==> src/rtl/seg_scan_drv_pkg.sv <==
// Shared constants for the multiplexed seven-segment display path:
// digit geometry, the BCD segment table (active-low form) and idle patterns.
package seg_scan_drv_pkg;

    localparam int NUM_DIGITS = 6;
    localparam int BCD_W      = 4;
    localparam int NUM_W      = NUM_DIGITS * BCD_W;
    localparam int IDX_W      = 3;

    // Index n holds the pattern for decimal digit n; bit 7 is the decimal point.
    localparam logic [7:0] SEG_TABLE [10] = '{
        8'hC0, 8'hF9, 8'hA4, 8'hB0, 8'h99,
        8'h92, 8'h82, 8'hF8, 8'h80, 8'h90
    };

    localparam logic [7:0] SEG_OFF = 8'hFF;
    localparam logic [5:0] SEL_OFF = 6'h3F;

    function automatic logic is_bcd(input logic [BCD_W-1:0] d);
        return d <= 4'd9;
    endfunction

endpackage

==> src/rtl/seg_bcd_decode.sv <==
// Combinational BCD digit to seven-segment pattern; codes 10..15 show nothing.
module seg_bcd_decode
    import seg_scan_drv_pkg::*;
#(
    parameter bit ACT_LOW = 1'b1
) (
    input  logic [BCD_W-1:0] bcd,
    output logic [7:0]       seg
);

    logic [7:0] pattern;

    always_comb begin
        pattern = SEG_OFF;
        for (int i = 0; i < 10; i++) begin
            if (bcd == BCD_W'(i)) begin
                pattern = SEG_TABLE[i];
            end
        end
    end

    assign seg = ACT_LOW ? pattern : ~pattern;

endmodule

==> src/rtl/seg_scan_drv.sv <==
// Six-digit multiplexed seven-segment driver: snapshots settled BCD values,
// scans one digit per slot with a blanking gap and optional leading-zero suppression.
module seg_scan_drv
    import seg_scan_drv_pkg::*;
#(
    parameter int SCAN_DIV    = 50000,
    parameter int BLANK_CYC   = 500,
    parameter int LZ_BLANK    = 1,
    parameter int SEG_ACT_LOW = 1,
    parameter int SEL_ACT_LOW = 1
) (
    input  logic             clk,
    input  logic             rst_n,
    input  logic [NUM_W-1:0] num,
    input  logic             en,
    output logic [5:0]       sel,
    output logic [7:0]       seg
);

    localparam int                    CNT_W     = $clog2(SCAN_DIV);
    localparam logic [CNT_W-1:0]      CNT_LAST  = CNT_W'(SCAN_DIV - 1);
    localparam logic [CNT_W-1:0]      BLANK_END = CNT_W'(BLANK_CYC);
    localparam logic [IDX_W-1:0]      IDX_LAST  = IDX_W'(NUM_DIGITS - 1);
    localparam logic [7:0]            SEG_IDLE  = (SEG_ACT_LOW != 0) ? SEG_OFF : ~SEG_OFF;
    localparam logic [NUM_DIGITS-1:0] SEL_IDLE  = (SEL_ACT_LOW != 0) ? SEL_OFF : ~SEL_OFF;

    logic [NUM_W-1:0]      shadow;
    logic                  valid;
    logic [CNT_W-1:0]      cnt;
    logic [IDX_W-1:0]      idx;

    logic                  num_is_bcd;
    logic [NUM_DIGITS-1:0] blank;
    logic                  upper_zero;
    logic [BCD_W-1:0]      cur_digit;
    logic                  cur_blank;
    logic [NUM_DIGITS-1:0] sel_onehot;
    logic [7:0]            seg_dec;
    logic                  show;

    // A single out-of-range nibble means upstream is mid-carry; skip that value.
    always_comb begin
        num_is_bcd = 1'b1;
        for (int i = 0; i < NUM_DIGITS; i++) begin
            if (!is_bcd(num[i*BCD_W +: BCD_W])) begin
                num_is_bcd = 1'b0;
            end
        end
    end

    always_ff @(posedge clk or negedge rst_n) begin
        if (!rst_n) begin
            shadow <= '0;
            valid  <= 1'b0;
        end else if (en && num_is_bcd) begin
            shadow <= num;
            valid  <= 1'b1;
        end
    end

    always_ff @(posedge clk or negedge rst_n) begin
        if (!rst_n) begin
            cnt <= '0;
            idx <= '0;
        end else if (cnt == CNT_LAST) begin
            cnt <= '0;
            idx <= (idx == IDX_LAST) ? '0 : idx + 1'b1;
        end else begin
            cnt <= cnt + 1'b1;
        end
    end

    // Walk down from the top digit; a digit is blanked while everything above it is zero.
    always_comb begin
        blank      = '0;
        upper_zero = 1'b1;
        for (int i = NUM_DIGITS - 1; i >= 1; i--) begin
            upper_zero = upper_zero && (shadow[i*BCD_W +: BCD_W] == '0);
            blank[i]   = upper_zero && (LZ_BLANK != 0);
        end
    end

    always_comb begin
        cur_digit  = '0;
        cur_blank  = 1'b1;
        sel_onehot = '0;
        for (int i = 0; i < NUM_DIGITS; i++) begin
            if (idx == IDX_W'(i)) begin
                cur_digit     = shadow[i*BCD_W +: BCD_W];
                cur_blank     = blank[i];
                sel_onehot[i] = 1'b1;
            end
        end
    end

    seg_bcd_decode #(
        .ACT_LOW (SEG_ACT_LOW != 0)
    ) u_decode (
        .bcd (cur_digit),
        .seg (seg_dec)
    );

    assign show = valid && (cnt >= BLANK_END) && !cur_blank;

    // Registered outputs keep the pins glitch-free; they lag cnt/idx by one cycle.
    always_ff @(posedge clk or negedge rst_n) begin
        if (!rst_n) begin
            sel <= SEL_IDLE;
            seg <= SEG_IDLE;
        end else if (show) begin
            sel <= (SEL_ACT_LOW != 0) ? ~sel_onehot : sel_onehot;
            seg <= seg_dec;
        end else begin
            sel <= SEL_IDLE;
            seg <= SEG_IDLE;
        end
    end

endmodule

==> config.mk <==
export PLATFORM = sky130hd
export DESIGN_NAME = seg_scan_drv
export DESIGN_NICKNAME = d
export VERILOG_FILES = /design/src/rtl/seg_scan_drv_pkg.sv /design/src/rtl/seg_bcd_decode.sv /design/src/rtl/seg_scan_drv.sv
export SDC_FILE = /design/constraint.sdc
export NUM_CORES = 1
export LEC_CHECK = 0
export CAP_MARGIN = 20
export CORE_MARGIN = 5
export CORE_UTILIZATION = 48
export CTS_CLUSTER_DIAMETER = 150
export CTS_CLUSTER_SIZE = 10
export DETAILED_ROUTE_END_ITERATION = 16
export GPL_TIMING_DRIVEN = 0
export PLACE_DENSITY = 0.72
export SYNTH_ARGS = -nofsm -noshare
export SYNTH_HDL_FRONTEND = slang
export SYNTH_HIERARCHICAL = 1
export SYNTH_SLANG_ARGS = --single-unit
==> constraint.sdc <==
create_clock -name clk -period 3.5 [get_ports clk]
set_input_delay 0.7 -clock clk [delete_from_list [all_inputs] [get_ports clk]]
set_output_delay 0.7 -clock clk [all_outputs]
set_load 0.03 [all_outputs]
==> results.toml, run 1 <==
[floorplanning]
die-height_um = 87.8
ios = 41
dieArea_um2 = 7710
core_area_um2 = 5920
fp.dieW_um = 87.8
initial_core_util_pct = 49.1
num_rows = 28

[timing]
fmax_ghz = 0.319
finalHoldViolCount = 0
fin_crit_ps = 3140
slew-limit-headroom_pct = 39.9
fin_crit_sh_pct = 89.6
finalSetupViolCount = 0
hold_ws_ps = 342
rsz0062_at_grt = "no"
tightest_slew_ps = 902
skew_ps = 9.51
drv_slew = 0

[setup_path]
max_stage_delay_ps = 510
critical_path_class = "reg2reg"
arrival_ps = 3370
cp_max_fo = 10
r2r-start = "idx[0]"
crit_chain = "buf_2, clkbuf_2, and2_1, ha_1, clkbuf_1, nor2_1, a221oi_1, a21oi_1, nor2b_1, o32a_1, nand4b_1"
worst-path-buf-inv = 3
crit_start = "idx[0]"
cp-end-kind = "flop"
startpoint_type = "flop"
reg2regPathDepth = 11
worstPathRequired_ps = 3730
cp_slowest_cell = "a21oi_1"
path_depth = 11
cp_top_family = "compound AO/OA/AOI/OAI gates"

[clock_tree]
clock-sinks = 58
cts_root_buffer = "clkbuf_8"
clk_pin_slew_ps = 60
hold_buffers = 0
post_cts_resized = 0
cts_buffer_depth = 2
h-tree-depth = 3
cts_setup_buffers = 0
clk_latency_ps = 340
cts_tree = "built"
numCtsBuffers = 9

[yosys]
synth.avg_cell_area_um2 = 10.9
synth_top_area_share_pct = 37.9
synthTopCellsByArea = "dfrtp_1 38%, dfstp_2 13%, mux2_2 9.3%"
yosys_warnings = 6
synth_cells = 266
async_flop_share_pct = 100
syn-cell-area_um2 = 2910
synth.largest_area_cell = "dfrtp_1"
syn-num-nets = 296
ys.flop_type = "dfrtp_1"
yosysSeqAreaShare_pct = 50.5
synth_cell_types = 47
synth_seq_cells = 58
synth-edff-count = 0

[route]
wl_per_cell_um = 14.8
viasPerCell = 5.56
antenna_left = 0
drt_pass1_iterations = 4
first_iter_violations = 191
num_vias = 2213
route.detailed.drc = 0
drt_wl_total_um = 5900

[grt]
grt_pass1_wl_um = 10200
antenna_found_initial = 0
grt_max_degree = 37
grt_use_total_pct = 17.4
grt.overflow.total = 0
grt_pass1_vias = 2098

[placement]
io_buffers = 40
routabilityCongestion = 0.817
dpl.hpwl_um = 4360

[finish]
layout.nets = 348
drive_above_1_share_pct = 22.0
layout-area-overhead-vs-synth_pct = 24.5
insertedDiodeCount = 0

[worst_hold_path]
min_path_type = "in2async"

[job]
maxCapViolCount = 0

[power]
max-vdd-ir-drop_uv = 313
power_leakage_nw = 1.46
power_density_nw_per_um2 = 493
power_w = 0.00178

[run_status]
status = "finished, final reports clean"
==> worst paths after layout <==
check	endpoint	slack, ps
worst min register to register	valid	510
max in group asynchronous	sel[3]	2540
min in group clk	valid	510
worst min-delay path	shadow[12]	340
worst max-delay path	seg[0]	360
worst max register to register	seg[0]	360
==> final cells by class <==
type                    count  area, µm²
fillers                   489       2300
clock buffers              15        196
flip-flops and latches     58       1470
well taps                  75       93.8
repair buffers             41        415
inverters                  12       45.0
multi-input cells         179       1310
clock inverters             1       5.00
plain buffers              17       86.3
==> cell usage after synthesis, types with 2 or more instances <==
library cell	n
dfstp_2	14
buf_2	5
nor3_1	6
nor2b_1	3
ha_1	3
or3_1	5
nand4b_1	10
mux2i_1	4
mux2_2	24
inv_1	12
xnor2_1	8
nand2_1	10
nand4_1	11
a221oi_1	8
clkbuf_1	8
o21ai_0	14
nor4_1	7
a21oi_1	10
a211oi_1	2
xor2_1	5
nor2_1	15
nand2b_1	5
buf_4	2
dfrtp_1	44
nand3_1	8
a211o_1	2
==> registers in the layout, indices dropped and copies added (netlist names) <==
signal,cells
cnt,16
seg,8
valid,1
sel,6
shadow,24
idx,3
==> where the power goes <==
part | total, W | internal (W) | switching (W)
sequential | 0.000831 | 0.000760 | 0.0000702
clock | 0.000601 | 0.000353 | 0.000248
combinational | 0.000353 | 0.000196 | 0.000157
total | 0.00178 | 0.00131 | 0.000475
==> per-layer routing <==
layer / track usage [%] / up-vias / share of wire [%]
met1: 23.8 / 1078 / 47
met2: 25.7 / 50 / 46
met5: 0 / - / 0
met4: 7.25 / 0 / 1.9
met3: 5.36 / 9 / 5.7
li1: - / 1076 / -
==> placed cells by master, fill, tap and decap left out, types with 4 or more instances in the layout <==
| cell type | n |
|---|---|
| nand2b_1 | 5 |
| clkbuf_1 | 9 |
| clkbuf_8 | 14 |
| mux2_2 | 24 |
| xnor2_1 | 8 |
| dfrtp_1 | 44 |
| inv_1 | 12 |
| clkdlybuf4s50_1 | 39 |
| nand4b_1 | 10 |
| mux2i_1 | 4 |
| xor2_1 | 5 |
| dfstp_2 | 14 |
| nor2_1 | 15 |
| o21ai_0 | 14 |
| buf_2 | 6 |
| nand4_1 | 11 |
| nor3_1 | 6 |
| nand3_1 | 8 |
| nor4_1 | 7 |
| a21oi_1 | 10 |
| or3_1 | 5 |
| nand2_1 | 10 |
| a221oi_1 | 8 |
==> kinds of logic after synthesis <==
kind of cell,Yosys count,share of synthesized area (%)
and+or+nand+nor,88,18.3
DFF,58,50.5
AOI/OAI and AO/OA,45,10.2
muxes,29,11.2
buffers and inverters,29,4.48
xor gates and xnor gates,13,3.92
adders and majority gates,3,1.29
other,1,0.129
==> metrics by stage <==
stage | setup slack, ps | TNS, ps | utilization (%) | cells | cell area, µm²
after floorplan | 701 | 0 | - | 266 | 2910
after global placement | -2.75 | -44.9 | 57.4 | 381 | 3400
after detailed placement | 311 | 0 | 57.7 | 382 | 3420
after CTS | 283 | 0 | 61.1 | 398 | 3620
after global routing | 121 | 0 | 61.1 | 398 | 3620
final | 364 | 0 | 61.1 | 398 | 3620
(Power assumes the default switching activity.)
==> run 2: changes to the inputs <==
--- a/config.mk
+++ b/config.mk
@@ -9,7 +9,6 @@
 export CORE_MARGIN = 5
 export CORE_UTILIZATION = 48
 export CTS_CLUSTER_DIAMETER = 150
-export CTS_CLUSTER_SIZE = 10
 export DETAILED_ROUTE_END_ITERATION = 16
 export GPL_TIMING_DRIVEN = 0
 export PLACE_DENSITY = 0.72
==> results of run 2 <==
No change in the layout: final DEF, timing and power equal those of run 1.
==> edit 1 (flow settings as in run 2) <==
Make the reset (`rst_n`) synchronous in 3 clocked blocks.
--- a/src/rtl/seg_scan_drv.sv
+++ b/src/rtl/seg_scan_drv.sv
@@ -50,3 +50,3 @@
 
-    always_ff @(posedge clk or negedge rst_n) begin
+    always_ff @(posedge clk) begin
         if (!rst_n) begin
@@ -60,3 +60,3 @@
 
-    always_ff @(posedge clk or negedge rst_n) begin
+    always_ff @(posedge clk) begin
         if (!rst_n) begin
@@ -105,3 +105,3 @@
     // Registered outputs keep the pins glitch-free; they lag cnt/idx by one cycle.
-    always_ff @(posedge clk or negedge rst_n) begin
+    always_ff @(posedge clk) begin
         if (!rst_n) begin
Formal check against the unedited RTL: same outputs for any inputs over 10 cycles, from zero or initial values and one cycle with rst_n low; that may be too few to reach the edited logic, so the function may still have changed.
==> edit 1 against run 2 <==
  * Final area up 0.45%
  * Routed wire length up 15%
  * Setup slack gained 0.34 ns
  * Maximum frequency is 12% higher
  * Critical path depth is 2 lower
  * Area after synthesis shrank 0.60%
  * Sequential cell count did not move
  * Critical path type unchanged
Power is not compared: it rests on default switching activity, and its combinational part moved more than twofold at a synthesized area within 25%.
==> edit 1: results (changes against run 2) <==
cp.arrival_ns: 3.00  # -0.37 ns
grt_use_total_pct: 19.2  # +1.8 points
async_flop_share_pct: 0  # -100 points
met3_length_um: 436  # +29%
max-clock-path-buffers: 2  # unchanged
place_congestion: 0.815  # -0.28%
nets: 414  # +19%
postCtsSetupBuffers: 0  # unchanged
clock_latency_ns: 0.34  # about the same
antenna_found_initial: 0  # unchanged
grt_max_degree: 11  # -70%
dr.pass1.iters: 6  # +2
cts.clk_slew.worst_paths_ns: 0.07
cts_resized: 0  # unchanged
syn_nets: 363  # +23%
ys_seq_area_share_pct: 40.2  # -10 points
grt_pass1_wl_um: 11700  # +15%
drive_gt1_share_pct: 11.1  # -11 points
grt_pass1_vias: 2487  # +19%
outcome: "complete, no violations"
port_buffers: 40  # unchanged
met1_length_um: 3230  # +17%
wl_per_cell_um: 14.6  # -1.7%
top_layer_used: "met4"
synthTopCellsByCount: "58 x dfxtp_1, 43 x o21ai_0, 35 x nand3_1"
cts-root-buf: "clkbuf_8"
antenna_cells: 0  # unchanged
yosysWarningCount: 6  # unchanged
initialDrtViolationCount: 161  # -16%
wl_met2_um: 2980  # +11%
top_regs: "shadow x24, cnt x16, seg x8"
synth_cell_types: 57  # +21%
n_fill_cell: 565  # +16%
synth_area_leaders: "dfxtp_1 40%, o21ai_0 7.4%, a21boi_0 6.5%, nand3_1 6.1%, xor2_1 3.0%"
routed_via_density: 5.69  # +2.3%
slew_headroom_pct: 42.2  # +2.3 points
synth_ff_type: "dfxtp_1"
finClkSkew_ns: 0.00949  # -0.0000264 ns
cts_made_buffers: 9  # unchanged
hp-class: "reg -> reg"
htree_levels: 3  # unchanged
p_leak_nw: 1.28
path_max_fanout: 8  # -2
ir_drop_mv: 0.303
post-dp-hpwl_um: 5030  # +15%
## edit 1: cell count changes after synthesis, sizes merged, moves of 6 or more
cell | run 2 | this run
dfstp | 14 | 0
o21ai | 15 | 45
or4 | 1 | 7
dfxtp | 0 | 58
nand3b | 0 | 9
dfrtp | 44 | 0
nand3 | 8 | 35
nor4 | 8 | 2
a21boi | 0 | 26
mux2 | 25 | 0
nand4b | 10 | 0
## edit 1: final cells by class
type,count,area (um2),area share [%]
Sequential cell,58,1160,31.9
Clock buffer,11,151,4.17
Timing Repair Buffer,40,400,11.0
Clock inverter,5,100,2.75
Buffer,22,118,3.24
Inverter,9,33.8,0.929
Tap cell,75,93.8,2.58
Multi-Input combinational cell,244,1580,43.4
## edit 1: through the flow
stage               area, um2  instances  setup WS (ns)
finish                   3630        464          0.706
global route             3630        464          0.429
CTS                      3630        464          0.750
detailed placement       3380        448          0.768
global placement         3380        448          0.806
floorplan                2890        333           1.19
## edit 1: logic make-up after synthesis
| kind of cell | count (synthesis) | share of synthesized area [%] |
|---|---|---|
| xor+xnor | 14 | 4.24 |
| compound gates | 98 | 22.7 |
| buf+inv | 31 | 5.24 |
| mux | 2 | 0.693 |
| fa+ha+maj | 3 | 1.30 |
| simple gates | 126 | 25.5 |
| other cells | 1 | 0.130 |
| flops | 58 | 40.2 |
## edit 1: final timing paths
kind / slack (ns) / end / startpoint / cells past startpoint
worst max-delay path: 0.71 / seg[0] / idx[1] / 9
worst max register to register: 0.71 / seg[0] / idx[1] / 9
worst min register to register: 0.49 / cnt[0] / cnt[0] / 1
worst min-delay path: 0.49 / cnt[0] / cnt[0] / 1
## edit 1: where the power goes
part | internal (mW) | leakage, nW | switching [mW]
Combinational | 0.0544 | 0.686 | 0.0529
Clock | 0.509 | 0.129 | 0.253
Sequential | 0.668 | 0.469 | 0.00681
Total | 1.23 | 1.28 | 0.313
## edit 1: routing by layer
layer	up-vias	track usage, %
li1	1322	-
met1	1218	25.8
met2	89	29.9
met3	11	4.70
met4	0	7.11
met5	-	0
## edit 1: worst max-delay path: stages, from the launching register on
cell,delay (ns)
dfxtp_1,0.37
and2_2,0.22
ha_1,0.17
clkbuf_2,0.18
nor2_1,0.25
a221oi_1,0.11
o21ai_0,0.69
nor2b_1,0.19
o32a_1,0.34
nand3b_1,0.15
==> edit 2 (flow settings as in run 2) <==
Made on the original files. The parameter `BLANK_CYC` goes from 500 to 256.
--- a/src/rtl/seg_scan_drv.sv
+++ b/src/rtl/seg_scan_drv.sv
@@ -6,3 +6,3 @@
     parameter int SCAN_DIV    = 50000,
-    parameter int BLANK_CYC   = 500,
+    parameter int BLANK_CYC   = 256,
     parameter int LZ_BLANK    = 1,
Check against the original RTL: same outputs for any inputs over 10 cycles, from zero or initial values and one cycle with rst_n low; that may be too few to reach the edited logic, so the function may still have changed.
==> edit 2 against run 2 <==
  * Count of clock-buffer cells in the layout fell by 2
  * Sequential cell count did not move
  * Setup slack got worse by 0.025 ns
  * Synthesized cell count fell by 2.6%
  * Die area rose by 5.1%
  * Routed wire length rose by 0.76%
  * Area after synthesis rose by 5.7%
  * Power fell by 2.0%
  * Combinational power rose by 10%
  * Final area rose by 3.6%
==> edit 2: results (changes against run 2) <==
place_congestion: 0.866  # +6.0%
postCtsSetupBuffers: 0  # unchanged
antenna_found_initial: 0  # unchanged
nets: 341  # -2.0%
layout_commonest_cell: "dfrtp_1"
syn_nets: 289  # -2.4%
synthTopCellsByCount: "44 x dfrtp_1, 19 x mux2_4, 18 x nor2_1"
synth_ff_type: "dfrtp_1"
routed_via_density: 5.48  # -1.4%
grt_max_degree: 33  # -11%
outcome: "complete, no violations"
initialDrtViolationCount: 83  # -57%
ys_seq_area_share_pct: 47.8  # -2.7 points
cts-root-buf: "clkbuf_8"
wl_per_cell_um: 15.1  # +2.0%
cp.arrival_ns: 3.41  # +0.04 ns
clock_latency_ns: 0.33
cp-start-kind: "flip-flop"
grt_use_total_pct: 15.3  # -2.1 points
place_area_um2: 3580  # +4.9%
dp_cells: 377  # -1.3%
finClkSkew_ns: 0.00836  # -0.00115 ns
cts_resized: 0  # unchanged
hp-class: "in -> async"
post-dp-hpwl_um: 4480  # +2.9%
top_regs: "shadow x24, cnt x16, seg x8"
tightest_slew_ns: 0.702  # -0.200 ns
drive_gt1_share_pct: 25.3  # +3.3 points
synth_area_leaders: "dfrtp_1 36%, dfstp_2 12%, mux2_4 9.3%, mux2i_1 4.2%, xor2_1 2.6%"
swShare_pct: 27.6  # +0.93 points
ir_drop_mv: 0.399  # +27%
antenna_cells: 0  # unchanged
yosysWarningCount: 6  # unchanged
htree_levels: 3  # unchanged
layout.cells.non_filler: 393  # -1.3%
grt_pass1_vias: 2176  # +3.7%
max-clock-path-buffers: 2  # unchanged
cts.clk_slew.worst_paths_ns: 0.06  # about the same
port_buffers: 40  # unchanged
synth_cell_types: 59  # +26%
syn_area_per_cell_um2: 11.9  # +8.6%
cts_made_buffers: 9  # unchanged
n_fill_cell: 528  # +8.0%
path_max_fanout: 10  # unchanged
p_leak_nw: 1.57  # +7.3%
r2r_start: "idx[0]"
grt_pass1_wl_um: 10100  # -0.80%
async_flop_share_pct: 100  # unchanged
dr.pass1.iters: 5  # +1
-- edit 2: metal layers --
| metal | vias up | GRT usage (%) | share of wire [%] |
|---|---|---|---|
| met5 | - | 0 | 0 |
| met2 | 57 | 23.4 | 45 |
| met1 | 1046 | 20.1 | 47 |
| li1 | 1042 | - | - |
| met3 | 10 | 5.01 | 6.2 |
| met4 | 0 | 5.96 | 1.8 |
-- edit 2: worst max-delay path: stages (launching register included) --
cell and delay (ns):
dfrtp_1 0.34, buf_2 0.24, buf_2 0.30, and2_1 0.17, ha_1 0.21, clkbuf_1 0.43
mux2i_1 0.15, o221ai_1 0.59, nor2b_1 0.17, o32a_1 0.31, nand3b_1 0.16
-- edit 2: area by class of cell --
type / count / area, um2 / share of cell area [%]
clock buffer: 13 / 149 / 3.97
clock inverter: 3 / 15.0 / 0.401
multi-input combinational: 183 / 1480 / 39.5
sequential: 58 / 1470 / 39.2
tap: 77 / 96.3 / 2.57
timing repair buffer: 41 / 415 / 11.1
inverter: 7 / 26.3 / 0.701
buffer: 11 / 97.6 / 2.60
-- edit 2: final timing paths --
kind	to	slack, ns	cells past startpoint
max	seg[0]	0.34	10
min	cnt[12]	0.38	1
max reg2reg	seg[0]	0.34	10
min reg2reg	valid	0.46	1
max in group asynchronous	shadow[13]	2.54	2
min in group clk	valid	0.46	1
-- edit 2: through the flow --
| step | worst slack (ns) | total power [mW] |
|---|---|---|
| 6_report | 0.339 | 1.75 |
| 5_1_grt | 0.142 | 1.85 |
| 4_1_cts | 0.350 | 1.76 |
| 3_5_place_dp | 0.365 | 1.24 |
| 3_3_place_gp | 0.0494 | 1.22 |
| 2_1_floorplan | 0.826 | 1.12 |
-- edit 2: cells by family (layout without fill, tap and decap cells) --
logic type | count (synthesis) | after routing | synth area share [%]
compound gates | 37 | 37 | 8.63
xor+xnor | 15 | 15 | 4.52
fa+ha+maj | 3 | 3 | 1.22
buf+inv | 18 | 75 | 4.03
flops | 58 | 58 | 47.8
mux | 37 | 37 | 15.3
other cells | 1 | 1 | 0.122
simple gates | 90 | 90 | 18.3
-- edit 2: power by group through the flow --
stage	Sequential (mW)	Clock [mW]	Combinational, mW
3_5_place_dp	0.849	0	0.391
3_3_place_gp	0.846	0	0.374
6_report	0.838	0.520	0.390
2_1_floorplan	0.822	0	0.296
4_1_cts	0.839	0.533	0.392
5_1_grt	0.854	0.570	0.430
